**src/rtl/acc_cpu_core.sv**
```systemverilog
// Multi-cycle accumulator CPU: FETCH / DECODE / EXEC / HALTED over one req/ack memory port.
// Latency: memory-operand instr 3 cycles, BNE/JMP/NOP 2 cycles, each wait state adds 1 cycle.
// Backpressure: mem_req and its address/we/data hold steady until mem_ack; ack without req ignored.
// Optional feature: define IO_PORT_EN to map address 2^ADDR_W-1 onto io_in/io_out for data accesses.
module acc_cpu_core #(
   parameter int WORD_W = 8,
   parameter int OP_W   = 3,
   parameter int ADDR_W = WORD_W - OP_W
) (
   input  logic              clock,
   input  logic              reset,
   output logic              mem_req,
   output logic              mem_we,
   output logic [ADDR_W-1:0] mem_addr,
   output logic [WORD_W-1:0] mem_wdata,
   input  logic [WORD_W-1:0] mem_rdata,
   input  logic              mem_ack,
   output logic [WORD_W-1:0] acc_out,
   output logic [ADDR_W-1:0] pc_out,
   output logic              z_flag,
   output logic              halted,
   input  logic [WORD_W-1:0] io_in,
   output logic [WORD_W-1:0] io_out
);

   // Instruction word: opcode in the top bits, address field below it.
   typedef struct packed {
      logic [OP_W-1:0]   op;
      logic [ADDR_W-1:0] addr;
   } instr_t;

   typedef enum logic [1:0] {
      S_FETCH  = 2'd0,
      S_DECODE = 2'd1,
      S_EXEC   = 2'd2,
      S_HALTED = 2'd3
   } state_t;

   localparam logic [OP_W-1:0] OP_LOAD  = OP_W'(0);
   localparam logic [OP_W-1:0] OP_STORE = OP_W'(1);
   localparam logic [OP_W-1:0] OP_ADD   = OP_W'(2);
   localparam logic [OP_W-1:0] OP_SUB   = OP_W'(3);
   localparam logic [OP_W-1:0] OP_XOR   = OP_W'(4);
   localparam logic [OP_W-1:0] OP_BNE   = OP_W'(5);
   localparam logic [OP_W-1:0] OP_JMP   = OP_W'(6);
   localparam logic [OP_W-1:0] OP_HALT  = OP_W'(7);

   state_t            state_q, state_d;
   logic [ADDR_W-1:0] pc_q, pc_d;
   logic [WORD_W-1:0] acc_q, acc_d;
   instr_t            ir_q, ir_d;

   logic              req_c;
   logic              we_c;
   logic [ADDR_W-1:0] addr_c;
   logic              exec_io;
   logic [WORD_W-1:0] operand;

`ifdef IO_PORT_EN
   localparam logic [ADDR_W-1:0] IO_ADDR = '1;

   logic [WORD_W-1:0] io_q, io_d;

   // Data accesses to the top address hit the internal port; fetches never look at this.
   assign exec_io = (ir_q.addr == IO_ADDR);
   assign operand = exec_io ? io_in : mem_rdata;
   assign io_out  = io_q;

   // Output latch for STORE to the I/O address.
   always_ff @(posedge clock or posedge reset) begin
      if (reset) begin
         io_q <= '0;
      end else begin
         io_q <= io_d;
      end
   end
`else
   logic unused_io_in;

   assign unused_io_in = ^io_in;
   assign exec_io      = 1'b0;
   assign operand      = mem_rdata;
   assign io_out       = '0;
`endif

   // State and architectural registers.
   always_ff @(posedge clock or posedge reset) begin
      if (reset) begin
         state_q <= S_FETCH;
         pc_q    <= '0;
         acc_q   <= '0;
         ir_q    <= '0;
      end else begin
         state_q <= state_d;
         pc_q    <= pc_d;
         acc_q   <= acc_d;
         ir_q    <= ir_d;
      end
   end

   // Next-state, datapath updates and memory request decode (request never depends on ack).
   always_comb begin
      state_d = state_q;
      pc_d    = pc_q;
      acc_d   = acc_q;
      ir_d    = ir_q;
      req_c   = 1'b0;
      we_c    = 1'b0;
      addr_c  = pc_q;
`ifdef IO_PORT_EN
      io_d    = io_q;
`endif
      case (state_q)
         S_FETCH: begin
            req_c  = 1'b1;
            addr_c = pc_q;
            if (mem_ack) begin
               ir_d    = instr_t'(mem_rdata);
               pc_d    = pc_q + ADDR_W'(1);
               state_d = S_DECODE;
            end
         end
         S_DECODE: begin
            case (ir_q.op)
               OP_LOAD, OP_STORE, OP_ADD, OP_SUB, OP_XOR: state_d = S_EXEC;
               OP_BNE: begin
                  if (acc_q != '0) begin
                     pc_d = ir_q.addr;
                  end
                  state_d = S_FETCH;
               end
               OP_JMP: begin
                  pc_d    = ir_q.addr;
                  state_d = S_FETCH;
               end
               OP_HALT: state_d = S_HALTED;
               default: state_d = S_FETCH;
            endcase
         end
         S_EXEC: begin
            addr_c = ir_q.addr;
            req_c  = ~exec_io;
            we_c   = ~exec_io & (ir_q.op == OP_STORE);
            // Internal I/O completes immediately; external access waits for ack.
            if (exec_io || mem_ack) begin
               case (ir_q.op)
                  OP_LOAD: acc_d = operand;
                  OP_ADD:  acc_d = acc_q + operand;
                  OP_SUB:  acc_d = acc_q - operand;
                  OP_XOR:  acc_d = acc_q ^ operand;
                  default: acc_d = acc_q;
               endcase
`ifdef IO_PORT_EN
               if (exec_io && (ir_q.op == OP_STORE)) begin
                  io_d = acc_q;
               end
`endif
               state_d = S_FETCH;
            end
         end
         S_HALTED: state_d = S_HALTED;
         default:  state_d = S_FETCH;
      endcase
   end

   // Reset gates the request so an outstanding transaction is dropped immediately.
   assign mem_req   = req_c & ~reset;
   assign mem_we    = we_c & ~reset;
   assign mem_addr  = addr_c;
   assign mem_wdata = acc_q;

   assign acc_out = acc_q;
   assign pc_out  = pc_q;
   assign z_flag  = (acc_q == '0);
   assign halted  = (state_q == S_HALTED);

endmodule

```
**config.mk**
```make
export PLATFORM = sky130hd
export DESIGN_NAME = acc_cpu_core
export DESIGN_NICKNAME = d
export VERILOG_FILES = /design/src/rtl/acc_cpu_core.sv
export SDC_FILE = /design/constraint.sdc
export NUM_CORES = 1
export LEC_CHECK = 0
export BUFFER_PORTS_ARGS = -buffer_cell sky130_fd_sc_hd__buf_4
export CAP_MARGIN = 40
export CELL_PAD_IN_SITES_DETAIL_PLACEMENT = 1
export CELL_PAD_IN_SITES_GLOBAL_PLACEMENT = 1
export CORE_ASPECT_RATIO = 0.9
export CORE_UTILIZATION = 39
export DETAILED_ROUTE_END_ITERATION = 8
export GPL_ROUTABILITY_DRIVEN = 0
export PLACE_DENSITY = 0.81
export SYNTH_ARGS = -nofsm -noshare
export SYNTH_HDL_FRONTEND = slang
export SYNTH_SLANG_ARGS = --single-unit
```
**constraint.sdc**
```tcl
create_clock -name clock -period 4.6 [get_ports clock]
set_input_delay 0.92 -clock clock [delete_from_list [all_inputs] [get_ports clock]]
set_output_delay 0.92 -clock clock [all_outputs]
set_load 0.02 [all_outputs]
```
Word-level counts from Yosys, hierarchy flattened
Index checks and enable logic that the tools add are counted.
{"block": "word_totals", "mem_bits_ro": 0, "ramBits": 0, "out_inout_bits": 38, "ff_bits": 23, "wordCells": 51, "latch_bits": 0, "memories": 0}
{"block": "classes", "n_reduce_logical": 13, "shift": 0, "order_cmp": 0, "n_eq_ne": 14, "n_div": 0, "n_bitwise": 4, "mul": 0, "addsub": 3, "n_mux": 12}
{"operator": "$pmux W8 S4", "n": 1}
{"operator": "$pmux W5 S2", "n": 2}
{"operator": "$mux W5", "n": 3}
{"operator": "$eq A3 B3 Y1 const B", "n": 4}
{"operator": "$add A8 B8 Y8", "n": 1}
{"operator": "$logic_not A8 Y1", "n": 1}
{"operator": "$pmux W2 S4", "n": 1}
{"operator": "$reduce_bool A8 Y1", "n": 1}
{"operator": "$sub A8 B8 Y8", "n": 1}
{"operator": "$xor A8 B8 Y8", "n": 1}
{"operator": "$eq A3 B2 Y1 const B", "n": 2}
{"operator": "$pmux W2 S3", "n": 1}
{"operator": "$add A5 B1 Y5 const B", "n": 1}
{"operator": "$reduce_or A5 Y1", "n": 1}
{"operator": "$eq A2 B2 Y1 const B", "n": 2}
{"operator": "$mux W2", "n": 2}
{"operator": "$ne A2 B2 Y1 const B", "n": 2}
{"operator": "$reduce_and A2 Y1", "n": 2}
{"operator": "$reduce_and A4 Y1", "n": 1}
{"operator": "$reduce_bool A4 Y1", "n": 1}
{"operator": "$reduce_or A2 Y1", "n": 2}
{"operator": "$eq A3 B1 Y1 const B", "n": 1}
{"operator": "$logic_not A3 Y1", "n": 1}
{"operator": "$ne A3 B2 Y1 const B", "n": 1}
{"operator": "8 further kinds", "n": 10}

Logic depth before layout (Yosys ltp)
{"block": "depth", "ltp_word": 4, "depth_mapped": 12, "depth_no_buf": 11}

Worst setup path after synthesis
Ideal clock, no wire load.
{"block": "synth_timing", "kind": "input-to-output", "start": "input port reset", "end": "output port mem_we", "stages": 2, "slack_ns": 1.737, "arrival_time_ns": 1.943, "required_time_ns": 3.680, "path_cell_list": "nor2_1 -> nor4bb_1"}
{"block": "synth_via", "elab_chain_len": 2}
{"element": "from (decl)", "line": "11", "source": "input logic reset,"}
{"element": "$not A1 Y1", "line": "168", "source": "assign mem_we = we_c & ~reset;"}
{"element": "$and A1 B1 Y1", "line": "168"}
{"element": "to (decl)", "line": "13", "source": "output logic mem_we,"}
Every way passes these cells.

Worst setup path after layout
{"block": "layout_timing", "start": "input port mem_rdata[1]", "end": "register acc_q[7], in the netlist acc_out[7]"}
{"block": "layout_via", "elab_chain_len": 2, "word_cells_on_any_way": 3}
{"element": "from (decl)", "line": "16", "source": "input logic [WORD_W-1:0] mem_rdata,"}
{"element": "$sub A8 B8 Y8 or $add A8 B8 Y8 (tied branches)", "line": "149, 148"}
{"element": "$pmux W8 S4 *", "line": "146", "source": "case (ir_q.op)"}
{"element": "to (signal assigned)", "line": "91", "source": "acc_q <= '0;"}
{"element": "to (signal assigned)", "line": "96", "source": "acc_q <= acc_d;"}
{"element": "to (decl)", "line": "50", "source": "logic [WORD_W-1:0] acc_q, acc_d;"}
Every way passes the cells marked *; elsewhere a longest branch is shown, timed or not.
A chain may end at the register's enable or synchronous reset.

==> run summary <==
The total wirelength of the detailed-routed design was 5040 um; the aggregate global-route resource usage was 21.0%. The share of synthesized area in the top cell type comes to 30.2%. The maximum operating frequency was 0.361 GHz; the simple logic cell fraction of the synthesized area was 20.6%.

The number of storage elements in the synthesis netlist was 23; the area of the die was 5180 sq um. Setup slack at placement: 1.56 ns. The worst hold path belongs to the class reg -> reg. Dividing the detail-routed via count by the number of cells gives 5.37. Of the total synthesized cell area, the portion taken by full adders, half adders and majority gates is 6.95%. The worst hold path begins at ir_q[0].

For the area of the core region, the log shows 4580 sq um. The critical path launch point type is a primary input. The compound-gate portion of the synthesized area came out at 17.7%.

The detail route stage leaves a number of antenna-violating nets equal to 0. The fraction of final layout cells with drive strength greater than 1 is 24.8%. TritonCTS built the clock tree. Input and output buffers added on the ports amount to 40.

Summing over every cut layer, the via total after detailed routing is 1,653. By area the synthesized netlist is led by sky130_fd_sc_hd__dfrtp_1 30%, sky130_fd_sc_hd__buf_4 7.5%, sky130_fd_sc_hd__mux2_2 6.5%, sky130_fd_sc_hd__ha_1 5.9%, sky130_fd_sc_hd__o21ai_0 4.5%. From left edge to right edge, the die measures 75.7 um.

Leading register cell type out of synthesis: sky130_fd_sc_hd__dfrtp_1. The setup path with the least slack is of type in -> reg. The clock-pin transition on the worst setup and hold timing paths was 0.09 ns.

The commonest cells after synthesis are 23 x sky130_fd_sc_hd__dfrtp_1, 19 x sky130_fd_sc_hd__buf_4, 19 x sky130_fd_sc_hd__nor2_1, 17 x sky130_fd_sc_hd__o21ai_0. For the count of hold-fix buffers inserted at cts, the log shows 0. The count of instances resized after the clock tree is built was 0.

In the final design database the tool counted 276 nets. The portion of the post-synthesis area used by sequential elements came out at 30.2%. The worst path uses 60.2% of the clock period. The tools report the final total power as 1640 uW. Buffers inserted during clock tree synthesis total 3. The root buffer cell was sky130_fd_sc_hd__clkbuf_8. For the row count, the log shows 23. In the final routed layout, each cell accounts on average for 16.4 um. For this configuration, the core starts out at a cell density of 41.7%. The tools report the number of optimization iterations in the first detailed-route pass as 4.

By area, the combinational part of the netlist is dominated by simple AND/OR/NAND/NOR gates. The top-level port count is 57. The minimum clock period after layout is 2.77 ns. The clock drives 23 sinks. For this run, the number of Yosys warnings is 0. The repair_antennas step left the layout with diodes totalling 0. The summed instance area of the synthesized netlist is 1910 sq um, and the number of violations of the max-capacitance limit is 0.

Setup repair after global routing left no endpoint under its margin. Most common cell in the netlist: sky130_fd_sc_hd__dfrtp_1. The flow ran to the end, and the final reports show no timing, DRC or antenna violations. Headroom to the max-slew limit came out at 58.1%.

The share of synthesized area spent on multiplexers came out at 7.54%. Counting flops with a built-in enable in the synthesized netlist gives 0. In the routed design, unresolved DRC markers number 0. On the final layout, the worst hold slack is 0.530 ns. The number of instances in the synthesized netlist came out at 221. The count of non-filler cells in the finished layout was 308. The average cell area after synthesis works out to 8.63 sq um. The logs give 0 for the final-report setup violation count and 0.00101 uW for the total leakage power.

IR analysis of the VDD net gives a maximum drop of 0.000216 V. The worst register-to-register path begins at ir_q[7]. The transition at the pin with the smallest max-transition slack was 0.624 ns.

Of all nets on the critical path, the largest fanout is 5. Layout overhead on the synthesized area: 15.5%. For the arrival time at the worst endpoint, the log shows 2.92 ns.

Measured along the y axis, the die boundary spans 68.4 um. The setup TNS is 0 ns. The final worst clock skew was 0.00319 ns. sky130_fd_sc_hd__dfrtp_1 takes more of the synthesized area than any other cell. For this block, the initial DRC count from the detailed router was 85. The wire-length estimate of the detail-placed layout is 3890 um. Clock latency on the worst-skew pair, taken at its later pin, is 0.27 ns. Data on the critical path is required at its endpoint by 4.75 ns. The endpoint type of the worst setup path is a register. In this run the worst setup path begins at mem_rdata[1]. Global routing finished with a remaining overflow of 0. Counting flops with an async set or reset pin after synthesis yields a share of 100%.

Of the total synthesized cell area, the portion taken by XOR and XNOR cells is 5.97%. In this run the power density over the cells is 745 nW/um^2. The number of H-tree branching levels is 1. Synthesis instantiated 52 different standard cells from the library. The run gives 0 as the final-report hold violation count.

For the global-route wire length before repair, the log shows 7990 um. Entering global routing, the biggest net connects 19 pins. After clock tree synthesis, the setup repair step added 0 buffers. The number of pins exceeding their max-slew limit in the final report is 0, and the number of global-route vias before repair is 1,625.

The number of antenna violations at the first check in global routing is 0. The placed instance count was 304. Counting along the longest clock path gives a buffer depth of 2.

The slack of the critical path came out at 1.83 ns.
[cells in the final DEF, fill, tap and decap left out, types with 2 or more instances in the layout]
cell / instances
sky130_fd_sc_hd__nor2_1: 19
sky130_fd_sc_hd__o21a_1: 2
sky130_fd_sc_hd__clkbuf_8: 3
sky130_fd_sc_hd__nand4_1: 2
sky130_fd_sc_hd__buf_4: 40
sky130_fd_sc_hd__and2b_1: 2
sky130_fd_sc_hd__xnor2_1: 6
sky130_fd_sc_hd__xor2_1: 7
sky130_fd_sc_hd__o2111ai_1: 2
sky130_fd_sc_hd__a21o_1: 2
sky130_fd_sc_hd__nand3_1: 7
sky130_fd_sc_hd__dfrtp_1: 23
sky130_fd_sc_hd__o221ai_1: 2
sky130_fd_sc_hd__a21oi_1: 15
sky130_fd_sc_hd__nand2b_1: 9
sky130_fd_sc_hd__conb_1: 8
sky130_fd_sc_hd__mux2i_1: 2
sky130_fd_sc_hd__mux2_2: 11
sky130_fd_sc_hd__ha_1: 9
sky130_fd_sc_hd__nor3_1: 3
sky130_fd_sc_hd__o31ai_1: 2
sky130_fd_sc_hd__inv_1: 7
sky130_fd_sc_hd__nand2_1: 15
sky130_fd_sc_hd__o21ai_0: 17
sky130_fd_sc_hd__o211ai_1: 3
sky130_fd_sc_hd__nor2b_1: 3
[power by group]
part / switching (uW) / internal, uW
Sequential: 140 / 296
Combinational: 603 / 472
Clock: 70.0 / 62.0
[worst paths after layout]
kind                            slack, ns  cells past startpoint    endpoint
min in group asynchronous            0.62                      2     ir_q[7]
worst min-delay path                 0.53                      2     ir_q[0]
worst min register to register       0.53                      2     ir_q[0]
max in group asynchronous            3.58                      3  acc_out[4]
worst max-delay path                 1.83                     11  acc_out[7]
worst max register to register       1.97                     10  acc_out[7]
[logic make-up after synthesis]
| family | Yosys count |
|---|---|
| buf+inv | 34 |
| mux | 13 |
| simple gates | 73 |
| xor+xnor | 13 |
| other cells | 1 |
| flops | 23 |
| compound gates | 54 |
| fa+ha+maj | 10 |
[layout make-up]
type | instances | area (sq um)
Fill cell | 548 | 2370
Multi-Input combinational cell | 171 | 1150
Timing Repair Buffer | 41 | 328
Sequential cell | 23 | 576
Tap cell | 62 | 77.6
Inverter | 7 | 26.3
Clock buffer | 4 | 45.0
[sequential cells by signal, summed over array words and instances, names as in the netlist]
signal	flops
ir_q	8
pc_out	5
acc_out	8
state_q	2
[stage by stage]
stage,area (sq um),utilization (%)
2_1_floorplan,1930,-
5_1_grt,2200,48.2
3_5_place_dp,2160,47.2
4_1_cts,2200,48.2
6_report,2200,48.2
3_3_place_gp,2130,46.6
[critical path, cell delays in order]
cell and delay, ns:
sky130_fd_sc_hd__buf_4 0.13, sky130_fd_sc_hd__inv_1 0.11, sky130_fd_sc_hd__ha_1 0.20, sky130_fd_sc_hd__nor2_1 0.07, sky130_fd_sc_hd__xnor2_1 0.12, sky130_fd_sc_hd__ha_1 0.34, sky130_fd_sc_hd__o211ai_1 0.19, sky130_fd_sc_hd__a21oi_1 0.08
sky130_fd_sc_hd__o41ai_1 0.50, sky130_fd_sc_hd__xnor2_1 0.17, sky130_fd_sc_hd__o21ai_0 0.09
[layer usage]
layer / vias up / global-route usage, % / wire length [um]
met5: - / 0 / 0
met4: 0 / 2.78 / 23
met3: 5 / 3.24 / 160
met2: 31 / 35.6 / 2410
met1: 812 / 28.8 / 2450
li1: 805 / - / -
Power figures use the tool's default switching activity.
